**config.mk**
```make
export PLATFORM = sky130hd
export DESIGN_NAME = evr_hardware_outputs
export DESIGN_NICKNAME = d
export VERILOG_FILES = /design/src/rtl/evr_hardware_outputs_pkg.sv /design/src/rtl/evr_hardware_outputs_pulse_channel.sv /design/src/rtl/evr_hardware_outputs.sv
export SDC_FILE = /design/constraint.sdc
export NUM_CORES = 1
export LEC_CHECK = 0
export ABC_AREA = 1
export BUFFER_PORTS_ARGS = -buffer_cell sky130_fd_sc_hd__clkbuf_2
export CORE_MARGIN = 4
export CORE_UTILIZATION = 40
export DETAILED_ROUTE_END_ITERATION = 10
export PLACE_DENSITY = 0.61
export REMOVE_ABC_BUFFERS = 1
export SLEW_MARGIN = 10
export SYNTH_ARGS = -nofsm -noshare
export SYNTH_HDL_FRONTEND = slang
export SYNTH_SLANG_ARGS = --single-unit
```
**constraint.sdc**
```tcl
create_clock -name evrClk -period 1.9 [get_ports evrClk]
set_input_delay 0.19 -clock evrClk [delete_from_list [all_inputs] [get_ports evrClk]]
set_output_delay 0.19 -clock evrClk [all_outputs]
set_load 0.02 [all_outputs]
```
**src/rtl/evr_hardware_outputs_pkg.sv**
```systemverilog
// Shared constants for the EVR hardware trigger outputs: idle code,
// configuration-word field positions and the status word layout.
package evr_hardware_outputs_pkg;

    localparam int EVCODE_IDLE = 0;

    // Configuration word (GPIO_OUT) fields
    localparam int GPIO_WRITE_BIT  = 31;
    localparam int GPIO_TARGET_BIT = 30;
    localparam int GPIO_CHAN_MSB   = 18;
    localparam int GPIO_CHAN_LSB   = 16;
    localparam int GPIO_DATA_MSB   = 15;
    localparam int GPIO_DATA_LSB   = 0;

    // Status word layout: {hwOutputs, 5'b0, selected channel, readback}
    localparam int STATUS_OUT_LSB  = 24;
    localparam int STATUS_PAD_LSB  = 19;
    localparam int STATUS_CHAN_LSB = 16;
    localparam int STATUS_RB_LSB   = 0;

    localparam int CHAN_SEL_W = 3;
    localparam int PULSE_W    = 16;

    localparam logic TARGET_WIDTH = 1'b1;
    localparam logic TARGET_CODE  = 1'b0;

endpackage

```
**src/rtl/evr_hardware_outputs_pulse_channel.sv**
```systemverilog
// One trigger channel: programmable event code, pulse width and a
// retriggerable down-counter whose nonzero state is the output pulse.
module evr_pulse_channel
    import evr_hardware_outputs_pkg::*;
#(
    parameter int EVENTCODE_WIDTH = 8
) (
    input  logic                       clk,
    input  logic                       rst,
    input  logic                       event_accept,
    input  logic [EVENTCODE_WIDTH-1:0] event_code,
    input  logic                       wr_code,
    input  logic [EVENTCODE_WIDTH-1:0] wr_code_data,
    input  logic                       wr_width,
    input  logic [PULSE_W-1:0]         wr_width_data,
    output logic [EVENTCODE_WIDTH-1:0] code,
    output logic [PULSE_W-1:0]         width,
    output logic                       pulse
);

    logic [EVENTCODE_WIDTH-1:0] code_q, code_d;
    logic [PULSE_W-1:0]         width_q, width_d;
    logic [PULSE_W-1:0]         cnt_q, cnt_d;
    logic                       match;

    // Compare uses the registered code/width, so a write landing in the same
    // cycle as an event only affects later events.
    assign match = event_accept && (event_code == code_q) &&
                   (code_q != EVENTCODE_WIDTH'(EVCODE_IDLE));

    always_comb begin
        code_d  = code_q;
        width_d = width_q;
        cnt_d   = cnt_q;
        if (wr_code) code_d = wr_code_data;
        if (wr_width) width_d = wr_width_data;
        if (match) begin
            cnt_d = (width_q == '0) ? PULSE_W'(1) : width_q;
        end else if (cnt_q != '0) begin
            cnt_d = cnt_q - PULSE_W'(1);
        end
    end

    always_ff @(posedge clk) begin
        if (rst) begin
            code_q  <= '0;
            width_q <= PULSE_W'(1);
            cnt_q   <= '0;
        end else begin
            code_q  <= code_d;
            width_q <= width_d;
            cnt_q   <= cnt_d;
        end
    end

    assign code  = code_q;
    assign width = width_q;
    assign pulse = (cnt_q != '0);

endmodule

```
**src/rtl/evr_hardware_outputs.sv**
```systemverilog
// EVR hardware trigger outputs: decodes accepted event codes into per-channel
// pulses and provides a CSR path to program and read back code/width per channel.
module evr_hardware_outputs
    import evr_hardware_outputs_pkg::*;
#(
    parameter int OUTPUT_COUNT    = 8,
    parameter int EVENTCODE_WIDTH = 8
) (
    input  logic                       evrClk,
    input  logic                       evrReset,
    input  logic                       csrStrobe,
    input  logic [31:0]                GPIO_OUT,
    output logic [31:0]                status,
    input  logic [EVENTCODE_WIDTH-1:0] evrEventTDATA,
    input  logic                       evrEventTVALID,
    output logic                       evrEventTREADY,
    output logic [OUTPUT_COUNT-1:0]    hwOutputs
);

    // Handshake: an event is consumed in any cycle where TVALID && TREADY;
    // TREADY is high whenever reset is not asserted.
    logic event_accept;
    assign evrEventTREADY = ~evrReset;
    assign event_accept   = evrEventTVALID & evrEventTREADY;

    logic                  cfg_write;
    logic                  cfg_target;
    logic [CHAN_SEL_W-1:0] cfg_chan;
    logic [PULSE_W-1:0]    cfg_data;
    logic                  gpio_unused;

    assign cfg_write   = csrStrobe & GPIO_OUT[GPIO_WRITE_BIT];
    assign cfg_target  = GPIO_OUT[GPIO_TARGET_BIT];
    assign cfg_chan    = GPIO_OUT[GPIO_CHAN_MSB:GPIO_CHAN_LSB];
    assign cfg_data    = GPIO_OUT[GPIO_DATA_MSB:GPIO_DATA_LSB];
    assign gpio_unused = ^GPIO_OUT[GPIO_TARGET_BIT-1:GPIO_CHAN_MSB+1];

    logic [EVENTCODE_WIDTH-1:0] code_arr  [OUTPUT_COUNT];
    logic [PULSE_W-1:0]         width_arr [OUTPUT_COUNT];

    for (genvar i = 0; i < OUTPUT_COUNT; i++) begin : g_chan
        logic sel_this;
        assign sel_this = cfg_write && (cfg_chan == CHAN_SEL_W'(i));

        evr_pulse_channel #(
            .EVENTCODE_WIDTH(EVENTCODE_WIDTH)
        ) u_chan (
            .clk          (evrClk),
            .rst          (evrReset),
            .event_accept (event_accept),
            .event_code   (evrEventTDATA),
            .wr_code      (sel_this && (cfg_target == TARGET_CODE)),
            .wr_code_data (cfg_data[EVENTCODE_WIDTH-1:0]),
            .wr_width     (sel_this && (cfg_target == TARGET_WIDTH)),
            .wr_width_data(cfg_data),
            .code         (code_arr[i]),
            .width        (width_arr[i]),
            .pulse        (hwOutputs[i])
        );
    end

    logic [CHAN_SEL_W-1:0] sel_chan_q, sel_chan_d;
    logic                  sel_target_q, sel_target_d;
    logic [PULSE_W-1:0]    readback_q, readback_d;

    // Select is latched on every strobe (read or write); readback follows a cycle later.
    always_comb begin
        sel_chan_d   = sel_chan_q;
        sel_target_d = sel_target_q;
        if (csrStrobe) begin
            sel_chan_d   = cfg_chan;
            sel_target_d = cfg_target;
        end
        if (sel_target_q == TARGET_WIDTH) begin
            readback_d = width_arr[sel_chan_q];
        end else begin
            readback_d = PULSE_W'(code_arr[sel_chan_q]);
        end
    end

    always_ff @(posedge evrClk) begin
        if (evrReset) begin
            sel_chan_q   <= '0;
            sel_target_q <= 1'b0;
            readback_q   <= '0;
        end else begin
            sel_chan_q   <= sel_chan_d;
            sel_target_q <= sel_target_d;
            readback_q   <= readback_d;
        end
    end

    assign status = {hwOutputs, 5'b0, sel_chan_q, readback_q};

endmodule

```
After elaboration in Yosys (flattened, before gate mapping). Cells that the tools add are included.

Register bits after elaboration: 340. Logic and storage cells: 163. Bits of input ports: 44. Output and inout bits: 41.

Mux-type cells: 31. $lt $le $gt $ge: 1. Add/sub/neg operators: 8. Bitwise operators: 6. Reduce and logical (&&, ||, !) cells: 74. Equality and inequality tests: 15.

Operators by type and width (count): $mux 16 (26); $logic_not 16->1 (8); $reduce_bool 16->1 (8); $sub 16x1->16 const B (8); $eq 8x8->1 (8); $reduce_bool 8->1 (8); $bmux 16 s3 (1); $logic_and 1x1->1 (40); $bmux 8 s3 (1); $mux 8 (3); $reduce_bool 2->1 (8); $eq 3x3->1 const B (4); $eq 3x2->1 const B (2); $ge 4x4->1 const B (1); $not 3->4 (1); $eq 3x1->1 const B (1); $logic_not 3->1 (1); $not 1->1 (3); $and 1x1->1 (2); $reduce_or 2->1 (1).

Longest topological paths before layout.
Depth after elaboration: 5. Gate-level depth with buffers: 14. Depth with buffers taken out: 12.

Modules after synthesis. A second synthesis with hierarchy kept.

Cell total of the unflattened synthesis: 3188. Area, all modules: 20079.3 um^2.

Modules (own cells, without submodules): evr_pulse_channel at g_chan[2].u_chan ... (instances 6, sequential area each 800.8 um^2, cells an instance 319, area an instance 2082.0 um^2); evr_pulse_channel at g_chan[0].u_chan ... (instances 2, sequential area each 800.8 um^2, cells an instance 349, area an instance 2376.0 um^2); evr_hardware_outputs (instances 1, sequential area each 400.4 um^2, cells an instance 576, area an instance 2835.2 um^2).

Worst setup path before layout. OpenSTA, ideal clock, no wires.

Path kind: reg2out. Start: reg g_chan[6].u_chan.cnt_q[0]. End: out hwOutputs[6]. Path buffers: 1. Required time: 1.710 ns. Arrival time: 1.484 ns. Stages on the path, launching flop included: 9. Slack: 0.226 ns. Cells stage by stage: dfxtp_1 inv_1 ha_1 nand3_1 nor2_2 nand3_1 nor2_1 inv_2 buf_4.

Longest elaborated chain between the ends: 1.

RTL lines: from (decl) (RTL line evr_hardware_outputs_pulse_channel.sv:23) `logic [PULSE_W-1:0] cnt_q, cnt_d;`; from (signal assigned) (RTL line evr_hardware_outputs_pulse_channel.sv:52) `cnt_q <= cnt_d;`; $reduce_bool 16->1 (RTL line evr_hardware_outputs_pulse_channel.sv:58) `assign pulse = (cnt_q != '0);`; to (decl) (RTL line evr_hardware_outputs.sv:17) `output logic [OUTPUT_COUNT-1:0] hwOutputs`.

Every way passes these cells.

Worst setup path in the final report.
Start: reg g_chan[1].u_chan.cnt_q[0]. End: out status[25].

Longest elaborated chain between the ends: 1.

RTL lines: from (decl) (RTL line evr_hardware_outputs_pulse_channel.sv:23); from (signal assigned) (RTL line evr_hardware_outputs_pulse_channel.sv:52); $reduce_bool 16->1 (RTL line evr_hardware_outputs_pulse_channel.sv:58); to (decl) (RTL line evr_hardware_outputs.sv:13) `output logic [31:0] status,`.

Every way passes these cells.

==> impl_metrics.csv <==
group,metric,value,unit
power_and_ir_drop,p_comb_frac,0.451,
timing,clock_skew,21.0,ps
yosys,synth.yosys.seq_area_share,0.354,
power_and_ir_drop,peakVddDrop,0.958,mV
cells_and_area,stdcell_count,3846,
worst_setup_path,critPathCaptureType,"output port",
clock_tree,htreeDepth,2,
power_and_ir_drop,swShare,0.384,
placement,dp.cells,3703,
clock_tree,root_buffer,"clkbuf_16",
yosys,synth_cell_type_count,40,
detailed_routing,via_count,20783,
hold_path,hold_path_class,"input port to flop",
yosys,syn-cell-area,19200,um2
worst_setup_path,cp-start-kind,"flop",
job,maxCapViolCount,0,
detailed_routing,avgViaCountPerCell,5.40,
placement,hpwl,51500,um
yosys,syn_avg_cell_area,6.34,um2
cells_and_area,syn2layout_area_growth,21.8,%
timing,timing.final.crit_share,1.05,
detailed_routing,wl,71200,um
worst_setup_path,crit_top_cell,"inv_2",
timing,max_slew_margin,0.516,
detailed_routing,dr.pass1.iters,6,
clock_tree,clock_latency,570,ps
yosys,synthMuxAreaShare,0,
placement,gp_congestion,0.974,
die,core,47600,um2
die,num_io_pins,85,
yosys,synth_top_area_frac,0.354,
grt,overflow,0,
timing,fin_hold_ws,51.1,ps
clock_tree,cts_made_buffers,41,
die,die_w,227,um
clock_tree,cts.sinks,340,
worst_setup_path,worst_ep_arrival_time,1800,ps
worst_setup_path,crit_path_max_fanout,3,
worst_setup_path,path_cells,"inv_2 > ha_4 > inv_2 > nor2_4 > nand3_2 > nor2_1 > nand4_1 > clkbuf_8",
worst_setup_path,r2r_slack,100,ps
placement,dpl-instance-area,20800,um2
power_and_ir_drop,p_leak,0.0104,uW
yosys,ys_warn_count,0,
grt,antenna_found_initial,1,
die,dieArea,51600,um2
clock_tree,path_clk_slew,60,ps
die,die_h,227,um
timing,rsz0062_at_grt,"true",
worst_setup_path,setup.worst_path.class,"flop to output port",
die,start_util,0.403,
grt,grt_pass1_wl,108000,um
grt,grt_max_degree,155,
die,placementRows,80,
timing,hold_violations,0,
worst_setup_path,worstPathRequired,1710,ps
timing,setup_ws,-92.8,ps
cells_and_area,final_nets,3253,
power_and_ir_drop,powerDensity,1390,nW/um2
yosys,synth_top_family_by_area,"simple AND/OR/NAND/NOR gates",
grt,track_usage,0.267,
worst_setup_path,slowest_delay,320,ps
cells_and_area,antenna_cells,0,
status,status,"finished, violations left",
clock_tree,cts_tree,"done",
power_and_ir_drop,p_int,20100,uW
yosys,synth_xor_area_frac,0.0342,
yosys,ys_ff_latch,340,
worst_setup_path,crit_slowest_cell,"dfxtp_2",
power_and_ir_drop,switchingPower,12500,uW
yosys,synth_cells,3031,
timing,fmaxAchievable,502,MHz
placement,port_buffers,68,
timing,tns,-728,ps
grt,grt_pass1_vias,18726,
timing,period_needed,1990,ps
power_and_ir_drop,clkPwrFrac,0.264,
detailed_routing,drcViolationCount,0,
detailed_routing,drtIter0Drc,2050,
detailed_routing,wl_per_cell,18.5,um
clock_tree,clk_path_buf_depth,3,
yosys,yosys.area_share.simple,0.300,
cells_and_area,design_area,23400,um2
yosys,synth-compound-area-share,0.192,
yosys,yosys.area.top_type,"dfxtp_1",
cells_and_area,drive_gt1_frac,0.156,
yosys,synthAdderAreaFrac,0.00521,
status,failed_checks,"negative setup slack",
detailed_routing,ant_nets,0,
power_and_ir_drop,p_seq_frac,0.285,
timing,tightest_slew,726,ps
timing,drv_slew,0,
yosys,yosys-top-cells-area,"dfxtp_1, nand2_1, a21oi_1",
timing,setup_viol,12,
## power groups by stage
stage / combinational (uW) / sequential (uW) / clock [uW]
after detailed placement: 12000 / 9300 / 0
after global routing: 16500 / 9410 / 9010
after global placement: 11800 / 9270 / 0
after floorplan: 8790 / 9140 / 0
after CTS: 13800 / 9230 / 8710
final: 14700 / 9270 / 8600
## cells in the mapped netlist (all sizes together)
cell,count
clkinv,6
o21bai,6
nor2,357
clkbuf,91
xnor2,21
nand2,631
inv,375
nand4,53
o21ai,341
a31oi,10
buf,66
or3,1
nand3b,12
nor3,35
dfxtp,340
o211ai,7
ha,8
nand3,247
nor3b,2
xor2,54
or2,2
and3,2
a21oi,354
a211oi,1
conb,1
nor4,8
## state kept, by name, summed over array words and instances (netlist names)
name and flops:
sel_target_q 1, g_chan.u_chan.cnt_q 128, g_chan.u_chan.width 128, readback_q 16, g_chan.u_chan.code 64, sel_chan_q 3
## critical path, delay by kind of cell, from the launching register on
family / cells / cell delay, ps
AND/OR/NAND/NOR: 4 / 450
buffers and inverters: 3 / 330
flip-flops: 1 / 320
adder cells (fa/ha/maj): 1 / 140
## stage by stage
step | utilization | worst slack, ps | power (uW)
floorplan | - | -2800 | 17900
global placement | 0.437 | 18.4 | 21100
detailed placement | 0.437 | 15.9 | 21300
CTS | 0.485 | -197 | 31800
global route | 0.491 | -199 | 34900
finish | 0.491 | -92.8 | 32600
## layout make-up
type	instances	area, um2
Fill cell	4746	24300
Clock inverter	17	277
Sequential cell	340	6830
Tap cell	615	769
Multi-Input combinational cell	2157	10600
Clock buffer	56	1190
Inverter	381	1450
Timing Repair Buffer	280	2270
## cells by family (layout without fill, tap and decap cells)
logic type,after synthesis,in the layout
AOI/OAI and AO/OA,719,719
xor gates and xnor gates,75,75
adders and majority gates,8,8
buffers and inverters,538,734
DFF,340,340
other,1,5
and+or+nand+nor,1350,1350
## final timing paths
kind / start / to / cells past startpoint
worst min register to register: g_chan[5].u_chan.width[0]$_SDFFE_PP1P_ / g_chan[5].u_chan.width[0]$_SDFFE_PP1P_ / 2
worst max register to register: g_chan[4].u_chan.code[0]$_SDFFE_PP0P_ / g_chan[4].u_chan.cnt_q[1]$_SDFFE_PP0P_ / 14
worst max-delay path: g_chan[1].u_chan.cnt_q[0]$_SDFFE_PP0P_ / status[25] / 8
worst min-delay path: GPIO_OUT[18] / sel_chan_q[2]$_SDFFE_PP0P_ / 3
## layer usage
| layer | global-route usage | part of all wire | up-vias |
|---|---|---|---|
| li1 | - | - | 10177 |
| met1 | 0.373 | 0.44 | 9574 |
| met2 | 0.428 | 0.45 | 888 |
| met3 | 0.0453 | 0.083 | 142 |
| met4 | 0.0779 | 0.032 | 2 |
| met5 | 0 | 0.000098 | - |
## cells in the final DEF (no fill, tap or decap), drive strengths merged, types with 6 or more instances in the layout
master	Yosys	routed
xnor2	21	21
a21oi	354	354
nand3b	12	12
nand4	53	53
xor2	54	54
ha	8	8
buf	66	222
clkbuf	91	112
a31oi	10	10
bufinv	0	7
o21bai	6	6
o21ai	341	341
inv	375	379
o211ai	7	7
dfxtp	340	340
nor3	35	35
nor4	8	8
nand2	631	631
nor2	357	357
nand3	247	247
clkinv	6	10
## what timing repair did
item | CTS | global route
buffers inserted | 53 | 18
cloned | 0 | 0
gates resized for setup | 125 | 50
endpoints found under the setup margin | 16 | 54
endpoints found under the hold margin | 4 | 0
hold buffers | 2 | 0
pin swaps | 31 | 26
Power figures use the tool's default switching activity.
